===== src/rtl/dl_sequencer.sv =====
// rtl/dl_sequencer.sv - ioctl download router: ROM req/ack, variant byte, DIP bank, core reset sequencing
//
// Ports:
//   clk_sys, reset_n             clock, async active-low reset
//   ioctl_download/wr/index/
//   ioctl_addr/dout              download stream from hps_io
//   ioctl_wait                   stall to hps_io while a ROM write is pending
//   rom_addr/rom_data/rom_req    ROM write to the core, held until rom_ack
//   rom_ack                      core accepted the ROM write
//   mod                          variant select byte
//   dip                          DIP bank, byte k at [8k+7:8k]
//   core_reset                   core reset request, active high
//   overrun                      sticky: write arrived while a ROM write was pending
//   rom_sum                      (DL_CHECKSUM_EN only) mod-256 sum of acked ROM bytes
//
// Optional feature macro: DL_CHECKSUM_EN adds the rom_sum output.
module dl_sequencer #(
  parameter int          ADDR_W    = 16,
  parameter int          DIP_BYTES = 8,
  parameter int          HOLDOFF   = 64,
  parameter logic [7:0]  ROM_INDEX = 8'd0,
  parameter logic [7:0]  MOD_INDEX = 8'd1,
  parameter logic [7:0]  DIP_INDEX = 8'd254
) (
  input  logic                   clk_sys,
  input  logic                   reset_n,
  input  logic                   ioctl_download,
  input  logic                   ioctl_wr,
  input  logic [7:0]             ioctl_index,
  input  logic [24:0]            ioctl_addr,
  input  logic [7:0]             ioctl_dout,
  output logic                   ioctl_wait,
  output logic [ADDR_W-1:0]      rom_addr,
  output logic [7:0]             rom_data,
  output logic                   rom_req,
  input  logic                   rom_ack,
  output logic [7:0]             mod,
  output logic [8*DIP_BYTES-1:0] dip,
  output logic                   core_reset,
  output logic                   overrun
`ifdef DL_CHECKSUM_EN
  ,
  output logic [7:0]             rom_sum
`endif
);

  localparam int CNT_W = $clog2(HOLDOFF + 1);

  typedef enum logic [1:0] {
    IDLE     = 2'd0,
    ROM_PEND = 2'd1,
    HOLD     = 2'd2
  } state_t;

  state_t           state;
  logic [CNT_W-1:0] cnt;
  logic             dl_q;
  logic             rom_dl_q;
  // Download ended while a ROM write was still outstanding: go to HOLD on ack.
  logic             end_pend;

  logic rom_dl;
  logic rom_fall;
  logic dl_rise;
  logic addr_ok;
  logic rom_hit;

  always_comb begin
    rom_dl   = ioctl_download && (ioctl_index == ROM_INDEX);
    rom_fall = rom_dl_q && !rom_dl;
    dl_rise  = ioctl_download && !dl_q;
    addr_ok  = ((ioctl_addr >> ADDR_W) == 25'd0);
    rom_hit  = ioctl_wr && (ioctl_index == ROM_INDEX) && addr_ok;
  end

  always_ff @(posedge clk_sys or negedge reset_n) begin
    if (!reset_n) begin
      state      <= HOLD;
      cnt        <= CNT_W'(HOLDOFF);
      core_reset <= 1'b1;
      rom_req    <= 1'b0;
      ioctl_wait <= 1'b0;
      rom_addr   <= '0;
      rom_data   <= '0;
      end_pend   <= 1'b0;
      dl_q       <= 1'b0;
      rom_dl_q   <= 1'b0;
    end else begin
      dl_q     <= ioctl_download;
      rom_dl_q <= rom_dl;
      // Any active ROM download holds the core in reset; the HOLD countdown
      // below only releases it on paths where rom_dl is low.
      if (rom_dl) core_reset <= 1'b1;

      case (state)
        IDLE, HOLD: begin
          if (rom_hit) begin
            rom_addr   <= ioctl_addr[ADDR_W-1:0];
            rom_data   <= ioctl_dout;
            rom_req    <= 1'b1;
            ioctl_wait <= 1'b1;
            state      <= ROM_PEND;
            // A write landing in a HOLD with no download active must not
            // strand the core in reset, so it also returns to HOLD on ack.
            end_pend   <= rom_fall || (state == HOLD && !rom_dl);
          end else if (rom_fall) begin
            state <= HOLD;
            cnt   <= CNT_W'(HOLDOFF);
          end else if (state == HOLD) begin
            if (rom_dl) begin
              state <= IDLE;
            end else if (cnt == CNT_W'(1)) begin
              core_reset <= 1'b0;
              state      <= IDLE;
            end else begin
              cnt <= cnt - CNT_W'(1);
            end
          end
        end
        ROM_PEND: begin
          if (rom_ack) begin
            rom_req    <= 1'b0;
            ioctl_wait <= 1'b0;
            end_pend   <= 1'b0;
            if (end_pend || rom_fall) begin
              state <= HOLD;
              cnt   <= CNT_W'(HOLDOFF);
            end else begin
              state <= IDLE;
            end
          end else if (rom_fall) begin
            end_pend <= 1'b1;
          end else if (rom_dl) begin
            end_pend <= 1'b0;
          end
        end
        default: begin
          state <= HOLD;
          cnt   <= CNT_W'(HOLDOFF);
        end
      endcase
    end
  end

  // Variant and DIP bytes are only accepted while no ROM write is pending.
  always_ff @(posedge clk_sys or negedge reset_n) begin
    if (!reset_n) begin
      mod <= '0;
      dip <= '0;
    end else if (ioctl_wr && state != ROM_PEND) begin
      if (ioctl_index == MOD_INDEX) mod <= ioctl_dout;
      if (ioctl_index == DIP_INDEX) begin
        for (int k = 0; k < DIP_BYTES; k++) begin
          if (ioctl_addr == 25'(k)) dip[8*k +: 8] <= ioctl_dout;
        end
      end
    end
  end

  always_ff @(posedge clk_sys or negedge reset_n) begin
    if (!reset_n) begin
      overrun <= 1'b0;
    end else begin
      if (dl_rise) overrun <= 1'b0;
      if (ioctl_wr && state == ROM_PEND) overrun <= 1'b1;
    end
  end

`ifdef DL_CHECKSUM_EN
  always_ff @(posedge clk_sys or negedge reset_n) begin
    if (!reset_n) begin
      rom_sum <= '0;
    end else if (rom_dl && !rom_dl_q) begin
      rom_sum <= '0;
    end else if (state == ROM_PEND && rom_ack) begin
      rom_sum <= rom_sum + rom_data;
    end
  end
`endif

endmodule


===== config.mk =====
export PLATFORM = sky130hd
export DESIGN_NAME = dl_sequencer
export DESIGN_NICKNAME = d
export VERILOG_FILES = /design/src/rtl/dl_sequencer.sv
export SDC_FILE = /design/constraint.sdc
export NUM_CORES = 1
export LEC_CHECK = 0
export BUFFER_PORTS_ARGS = -buffer_cell sky130_fd_sc_hd__buf_2
export CAP_MARGIN = 20
export CORE_UTILIZATION = 46
export DETAILED_ROUTE_END_ITERATION = 7
export PLACE_DENSITY = 0.8
export SYNTH_ARGS = -nofsm -noshare
export SYNTH_HDL_FRONTEND = slang
export SYNTH_SLANG_ARGS = --single-unit
export TNS_END_PERCENT = 10

===== constraint.sdc =====
create_clock -name clk_sys -period 1.9 [get_ports clk_sys]
set_input_delay 0.19 -clock clk_sys [delete_from_list [all_inputs] [get_ports clk_sys]]
set_output_delay 0.19 -clock clk_sys [all_outputs]
set_load 0.05 [all_outputs]

Word level (Yosys, flattened, before mapping)
Cells that the tools add are included.
{"block": "word_totals", "wordCells": 109, "ff_bits": 111, "output_inout_bits": 100}
{"block": "classes", "muxes": 33, "reduce_logical": 33, "addsub": 1, "eq_ne": 23}
{"op": "$eq 25x3->1 const B", "n": 4}
{"op": "$eq 25x2->1 const B", "n": 2}
{"op": "$logic_not 25->1", "n": 2}
{"op": "$mux 7", "n": 7}
{"op": "$reduce_and 3->1", "n": 11}
{"op": "$eq 25x1->1 const B", "n": 1}
{"op": "$mux 1", "n": 15}
{"op": "$mux 2", "n": 7}
{"op": "$pmux 7 s2", "n": 1}
{"op": "$ne 3x3->1 const B", "n": 3}
{"op": "$eq 8x1->1 const B", "n": 1}
{"op": "$eq 8x8->1 const B", "n": 1}
{"op": "$logic_and 1x1->1", "n": 8}
{"op": "$logic_not 8->1", "n": 1}
{"op": "$ne 2x2->1 const B", "n": 4}
{"op": "$ne 4x4->1 const B", "n": 2}
{"op": "$eq 7x1->1 const B", "n": 1}
{"op": "$sub 7x1->7 const B", "n": 1}
{"op": "$reduce_and 6->1", "n": 1}
{"op": "$ne 5x5->1 const B", "n": 1}
{"op": "$pmux 1 s2", "n": 2}
{"op": "$pmux 2 s2", "n": 1}
{"op": "$reduce_and 2->1", "n": 2}
{"op": "$reduce_bool 2->1", "n": 2}
{"op": "other kinds (7)", "n": 9}

Logic depth before layout (Yosys ltp)
Gate-level depths: netlist of run 1.
{"block": "logic_depth", "ltp_word": 9, "ltp_mapped": 7}

Worst setup path after synthesis of run 1
No wires, ideal clock.
{"block": "synth_timing", "kind": "input to register", "startpoint": "input port ioctl_addr[18]", "endpoint": "register dip[0]", "path_stages": 5, "path_slack_ns": -0.450, "arrival_ns": 2.226, "setup_ns": 0.125, "path_cell_list": "or4_1 > or4b_4 > or3_4 > nor3_4 > mux2_2"}
{"block": "synth_between", "elab_chain_cells": 2}
{"element": "from (decl)", "line_no": "30", "rtl": "input logic [24:0] ioctl_addr,"}
{"element": "$logic_not 25->1", "line_no": "154", "rtl": "if (ioctl_addr == 25'(k)) dip[8*k +: 8] <= ioctl_dout;"}
{"element": "$reduce_and 3->1 (no line)"}
{"element": "to (signal, indexed assignment)", "line_no": "154"}
{"element": "to (decl)", "line_no": "38", "rtl": "output logic [8*DIP_BYTES-1:0] dip,"}
No other way between the ends.
A chain may end at the register's enable or synchronous reset.

Final worst setup path of run 1
{"block": "layout_timing", "startpoint": "input port ioctl_addr[18]", "endpoint": "register dip[4]"}
Same word-level chain as after synthesis.

==> results of run 1 <==
where the power goes:
part	leakage, nW	internal (mW)	switching [mW]	total [mW]
Clock	0.127	0.920	0.797	1.72
Combinational	1.74	0.133	0.225	0.358
Sequential	1.51	2.40	0.0298	2.43
cell usage after synthesis, drive strengths merged, types with 3 or more instances:
cell type / number
nand2: 4
o21ai: 3
nor4: 5
buf: 12
nor2b: 4
dfrtp: 108
mux2: 96
nor2: 15
nand2b: 4
nor3: 5
nand3: 4
nand4: 6
dfstp: 3
o211ai: 5
inv: 11
kinds of logic after synthesis:
kind of cell,share of synthesized area
AND/OR/NAND/NOR,0.0857
flip-flops,0.603
buffers and inverters,0.0220
AO/OA/AOI/OAI,0.0472
adder cells (fa/ha/maj),0.00543
multiplexers,0.237
cells in the final DEF, fill, tap and decap left out, drive strengths merged, types with 2 or more instances in the layout:
master,n
o22ai,2
or3,2
dlygate4sd3,2
nand2b,4
nor2b,4
clkbuf,10
ha,2
bufinv,3
a21oi,2
and2,2
and3,2
inv,13
or4,2
dfrtp,108
nor3,5
o211ai,5
nand2,4
o31ai,2
mux2,96
o31a,2
o21ai,3
buf,171
nand4,6
nor4,5
nand3b,2
nor2,15
dfstp,3
a41oi,2
nand3,4
a311oi,2
nand4b,2
critical path, cell delays in order:
cell and delay (ps):
buf_6 90, or4_4 520, or4b_4 530, or3_4 380, nor3_4 170, buf_12 150
mux2_2 330
worst min-delay path by stage:
stage | startpoint | end | slack (ps) | depth (start not counted)
floorplan | reset_n | cnt[0]$_DFFE_PN0P_ | -110 | 0
global route | ioctl_addr[7] | rom_addr[7]$_DFFE_PN0N_ | 50 | 2
global placement | reset_n | rom_req$_DFFE_PN0P_ | 70 | 1
CTS | ioctl_addr[7] | rom_addr[7]$_DFFE_PN0N_ | 50 | 2
detailed placement | reset_n | rom_req$_DFFE_PN0P_ | 70 | 1
finish | ioctl_addr[7] | rom_addr[7]$_DFFE_PN0N_ | 70 | 2
sequential cells by signal (all words and copies together), names as in the netlist:
name	flops
dip	64
rom_addr	16
mod	8
rom_data	8
cnt	7
state	2
core_reset	1
dl_q	1
end_pend	1
overrun	1
rom_dl_q	1
rom_req	1
what timing repair did:
| item | CTS | global route |
|---|---|---|
| hold buffers | 2 | 0 |
| hold endpoints to repair | 20 | 0 |
| gates resized for setup | 12 | 45 |
| cloned | 0 | 0 |
| pin swaps | 1 | 7 |
| setup endpoints to repair | 49 | 65 |
layout make-up:
cell class / count / area [sq um]
Fill cell: 787 / 3540
Sequential cell: 111 / 2780
Multi-Input combinational cell: 192 / 1910
Timing Repair Buffer: 173 / 1040
Tap cell: 133 / 166
Clock buffer: 10 / 138
Clock inverter: 6 / 113
Inverter: 11 / 41.3
per-layer routing:
layer  GRT usage  vias to the layer above  wire length [um]
met5           0                        -                 0
met2       0.385                      123              5750
met4      0.0549                        0                70
met1       0.280                     1741              4950
li1            -                     1539                 -
met3      0.0650                        6               733
==> results.py, run 1 <==
metrics = {
    "sta": {
        "tns_ps": -3020,
        "finalHoldViolations": 0,
        "setup_ws_ps": -219,
        "tightest_slew_ps": 522,
        "skew_ps": 7.95,
        "slew_headroom": 0.652,
        "hold_ws_ps": 70.7,
        "fin_crit_sh": 1.12,
        "finalMaxSlewViolations": 0,
        "period_needed_ps": 2120,
        "fmaxAchievable_mhz": 472,
        "setup_viol": 16,
        "rsz0062_at_grt": "true",
    },
    "logic_synthesis": {
        "synth_cell_type_count": 49,
        "syn_area_sq_um": 4610,
        "synth_top_area_share": 0.586,
        "ys_warn_count": 0,
        "synth_edf_count": 0,
        "ys.flop_type": "dfrtp_1",
        "avgSynthCellArea_sq_um": 14.1,
        "ys_seq_area_frac": 0.603,
        "yosysTopAreaCell": "dfrtp_1",
        "syn_nets": 376,
        "synth_area_leaders": "dfrtp_1 59%, mux2_2 23%, dfstp_2 1.7%, nor2_1 1.2%, inv_1 0.90%",
        "synth-async-reset-ratio": 1.00,
        "synth_seq_cells": 111,
        "synthCells": 328,
    },
    "route": {
        "drt-pass1-iter-count": 4,
        "ant_nets": 0,
        "routed_wl_mm": 11.5,
        "viasPerCell": 5.36,
        "routedWlPerCell_um": 18.1,
        "num_vias": 3409,
        "drc": 0,
        "drt-initial-drc-count": 111,
    },
    "die": {
        "die_w_um": 102,
        "rows": 36,
        "io-pin-count": 146,
        "die_area_sq_um": 10400,
        "start_util": 0.474,
        "die_h_um": 102,
        "core_sq_um": 9730,
    },
    "final_layout": {
        "final_layout_size_suffix_gt1_frac": 0.600,
        "diodes": 0,
        "finalNonFillerCells": 636,
        "synthToLayoutAreaGrowth_pct": 34.2,
        "finalNetCount": 546,
        "design_area_sq_um": 6190,
        "utilization": 0.636,
    },
    "place": {
        "post-place-cells": 618,
        "hpwl_mm": 8.30,
        "port_buffers": 145,
        "place_congestion": 0.848,
        "place_area_sq_um": 5700,
        "pre_cts_ws_ps": -590,
    },
    "clock_network": {
        "clockBufferDepth": 2,
        "post_cts_buffers": 0,
        "clk_pin_slew_worst_paths_ps": 100,
        "cts_root_buffer": "clkbuf_8",
        "clk_latency_ps": 360,
        "cts_max_level": 3,
        "cts_tree": "built",
        "cts_buffers": 9,
        "numClockSinks": 111,
    },
    "global_routing": {
        "grt_max_degree": 55,
        "grt_pass1_wl_mm": 17.5,
        "grtUsageTotal": 0.225,
        "grt-ovfl-total": 0,
        "grt_pass1_vias": 3441,
        "antenna_found_initial": 0,
    },
    "critical_path": {
        "crit_type": "in2reg",
        "path_max_fanout": 8,
        "cp-endpoint": "dip[4]$_DFFE_PN0P_",
        "worst_r2r_path_depth": 7,
        "cp.required_ps": 2150,
        "startpoint_type": "input pin",
        "crit_arrival_ps": 2370,
        "reg2reg_to": "dip[4]$_DFFE_PN0P_",
        "rrSetupSlack_ps": -60,
        "cp-end-kind": "register",
        "timing.rr.start": "state[1]$_DFFE_PN1P_",
        "cp-startpoint": "ioctl_addr[18]",
    },
    "flow_run": {
        "drv_cap": 0,
    },
    "status": {
        "outcome": "finished with violations",
        "violations": "setup timing",
    },
    "pwr": {
        "power_density_nw_per_um2": 728,
        "leakage_nw": 3.37,
        "p_total_mw": 4.50,
        "irDropWorstVdd_uv": 549,
    },
    "hold_path": {
        "hold_class": "in2reg",
    },
}
(Power assumes the default switching activity.)
==> run 2: changes to the inputs <==
- ABC_AREA: default -> 1
- GPL_ROUTABILITY_DRIVEN: default -> 0
==> run 2 against run 1 <==
The run now ends clean. Critical path depth down 1. Wire length increased by 1.4%. Global-route usage is 0.25 points higher. Clock power is 23% lower. Cell count up 25%. Hold slack worse by 42 ps. Combinational power grew 110%. Sequential share of layout area grew 4.2 points. Worst setup slack improved by 320 ps. Register-to-register slack gained 160 ps. Synthesized area shrank 0.24%. Sequential power increased by 5%. Critical endpoint is now dip[10]$_DFFE_PN0P_. Largest power group unchanged.
==> results.py, run 2 <==
metrics = {
    "route": {
        "drc": 0,
        "num_vias": 3976,
        "viasPerCell": 4.99,
        "routedWlPerCell_um": 14.6,
        "routed_wl_mm": 11.7,
        "ant_nets": 0,
        "drt-pass1-iter-count": 5,
        "drt-initial-drc-count": 197,
    },
    "sta": {
        "tightest_slew_ps": 508,
        "slew_headroom": 0.660,
        "rsz0062_at_grt": "true",
        "skew_ps": 13.3,
        "setup_viol": 0,
        "fmaxAchievable_mhz": 555,
        "fin_crit_sh": 0.948,
        "finalMaxSlewViolations": 0,
        "finalHoldViolations": 0,
        "period_needed_ps": 1800,
    },
    "die": {
        "io-pin-count": 146,
        "die_h_um": 102,
        "rows": 36,
        "die_area_sq_um": 10400,
        "die_w_um": 102,
        "core_sq_um": 9730,
        "start_util": 0.473,
    },
    "pwr": {
        "pwr-share-clk": 0.285,
        "power_density_nw_per_um2": 819,
        "comb_power_share": 0.164,
        "switching_share": 0.298,
        "p_int_mw": 3.26,
        "leakage_nw": 3.15,
        "irDropWorstVdd_uv": 468,
        "p_total_mw": 4.64,
        "pwr-share-seq": 0.550,
        "p_switching_mw": 1.38,
    },
    "logic_synthesis": {
        "ys.flop_type": "dfrtp_1",
        "synth_cell_type_count": 23,
        "yosys-mux-area-fraction": 0,
        "synth_top_family_by_area": "simple AND/OR/NAND/NOR gates",
        "synth-compound-area-share": 0.108,
        "synth_simple_gate_area_frac": 0.219,
        "yosysMostFrequentCell": "nand2_1",
        "synthCells": 510,
        "synth_commonest_cells": "160 x nand2_1, 108 x dfrtp_1, 86 x o21ai_0",
        "synth_area_leaders": "dfrtp_1 59%, nand2_1 13%, o21ai_0 9.4%, nor2_1 3.3%, nand3_1 2.9%",
        "synth_seq_cells": 111,
        "syn_nets": 558,
        "avgSynthCellArea_sq_um": 9.02,
        "synthXorXnorAreaFrac": 0.00952,
        "synthAdderAreaFrac": 0.00544,
        "synth-async-reset-ratio": 1.00,
        "synth_edf_count": 0,
        "syn_area_sq_um": 4600,
        "ys_warn_count": 0,
        "yosysTopAreaCell": "dfrtp_1",
        "ys_seq_area_frac": 0.605,
        "synth_top_area_share": 0.587,
    },
    "global_routing": {
        "grt_pass1_wl_mm": 17.9,
        "grtUsageTotal": 0.227,
        "antenna_found_initial": 0,
        "grt_pass1_vias": 3740,
        "grt_max_degree": 41,
        "grt-ovfl-total": 0,
    },
    "final_layout": {
        "synthToLayoutAreaGrowth_pct": 23.0,
        "finalNonFillerCells": 797,
        "largestRegisters": "dip: 64 flops, rom_addr: 16 flops",
        "mostFrequentLayoutCells": "159 x nand2_1, 144 x buf_2, 108 x dfrtp_1, 86 x o21ai_0, 40 x nor2_1",
        "largest_register": "dip",
        "largest_reg_flops": 64,
        "final_layout_size_suffix_gt1_frac": 0.267,
        "diodes": 0,
        "seq_area_sq_um": 2780,
        "multi_input_area_sq_um": 1580,
        "mostFrequentLayoutCell": "nand2_1",
        "finalNetCount": 707,
        "num-fill-cells": 882,
    },
    "critical_path": {
        "reg2reg_to": "dip[10]$_DFFE_PN0P_",
        "cp.required_ps": 2140,
        "crit_type": "reg2reg",
        "worst_r2r_path_depth": 6,
        "path_max_fanout": 16,
        "startpoint_type": "register",
        "cp-endpoint": "dip[10]$_DFFE_PN0P_",
        "rrSetupSlack_ps": 100,
        "cp-end-kind": "register",
        "cp-startpoint": "state[1]$_DFFE_PN1P_",
        "crit_arrival_ps": 2050,
        "timing.rr.start": "state[1]$_DFFE_PN1P_",
    },
    "status": {
        "outcome": "complete, no violations",
    },
    "clock_network": {
        "cts_max_level": 3,
        "clockBufferDepth": 2,
        "cts_tree": "built",
        "cts_root_buffer": "clkbuf_8",
        "numClockSinks": 111,
        "clk_pin_slew_worst_paths_ps": 110,
        "clk_latency_ps": 370,
        "post_cts_buffers": 0,
        "cts_buffers": 9,
    },
    "hold_path": {
        "worstHoldPathCells": 3,
        "hold_class": "in2reg",
    },
    "place": {
        "post-place-cells": 779,
        "hpwl_mm": 8.34,
        "port_buffers": 145,
    },
    "flow_run": {
        "drv_cap": 0,
    },
}
==> run 2: cell count changes in the layout (fill, tap and decap cells not counted), sizes merged, moves of 5 or more <==
cell and delta:
o21ai +85, inv +26, o21bai +7, nand3 +25
mux2 -96, o211ai -5, buf -20, nand2 +156
nor2 +27
==> run 2: worst min-delay path by stage <==
stage	from	endpoint
finish	ioctl_addr[13]	rom_addr[13]$_DFFE_PN0N_
global placement	reset_n	mod[2]$_DFFE_PN0P_
floorplan	reset_n	cnt[0]$_DFFE_PN0P_
detailed placement	reset_n	mod[2]$_DFFE_PN0P_
CTS	ioctl_addr[13]	rom_addr[13]$_DFFE_PN0N_
global route	ioctl_addr[4]	rom_addr[4]$_DFFE_PN0N_
==> run 2: layer usage <==
metal  part of all wire  wire length [um]  vias up  track usage
met5                  0                 0        -            0
met2               0.47              5540      157        0.379
met3              0.079               917        6       0.0527
met4             0.0063                73        0       0.0659
li1                   -                 -     1938            -
met1               0.44              5130     1875        0.296
==> run 2: per-stage QoR <==
| step | utilization | cell area, sq um | setup TNS, ps | hold WS (ps) | setup WS (ps) |
|---|---|---|---|---|---|
| after floorplan | - | 4600 | 0 | -106 | 236 |
| after global placement | 0.561 | 5460 | 0 | 180 | 164 |
| after detailed placement | 0.561 | 5460 | 0 | 190 | 45.8 |
| after CTS | 0.581 | 5660 | 0 | 16.7 | 107 |
| after global routing | 0.582 | 5660 | -60.1 | 21.6 | -18.5 |
| final | 0.582 | 5660 | 0 | 28.2 | 98.4 |
==> run 2: power by group through the flow <==
stage	clock, mW	combinational, mW	sequential, mW
after CTS	1.35	0.773	2.55
after floorplan	0	0.473	2.62
after detailed placement	0	0.766	2.60
final	1.32	0.762	2.55
after global routing	1.43	0.870	2.56
after global placement	0	0.719	2.59
==> run 2: kinds of logic (layout without fill, tap and decap cells) <==
kind of cell | Yosys count | in the layout
buffers and inverters | 51 | 205
DFF | 111 | 111
AOI/OAI and AO/OA | 96 | 96
and+or+nand+nor | 245 | 245
adders and majority gates | 2 | 2
xor gates and xnor gates | 5 | 5
==> run 2: area by class of cell <==
| class | count | area share |
|---|---|---|
| Multi-Input combinational cell | 348 | 0.279 |
| Clock inverter | 7 | 0.00973 |
| Timing Repair Buffer | 153 | 0.145 |
| Sequential cell | 111 | 0.491 |
| Clock buffer | 9 | 0.0219 |
| Tap cell | 133 | 0.0294 |
| Inverter | 36 | 0.0239 |
==> run 2: repair_timing <==
item / CTS / global route
endpoints found under the setup margin: 0 / 8
hold buffers: 2 / 0
gates resized for setup: 0 / 1
hold endpoints to repair: 36 / 0
==> run 2: worst max-delay path: stages (launching register included) <==
cell	delay, ps
dfstp_2	570
nor2_2	70
nor4_4	260
buf_4	210
nand2_1	320
nand2_1	160
o21ai_0	90
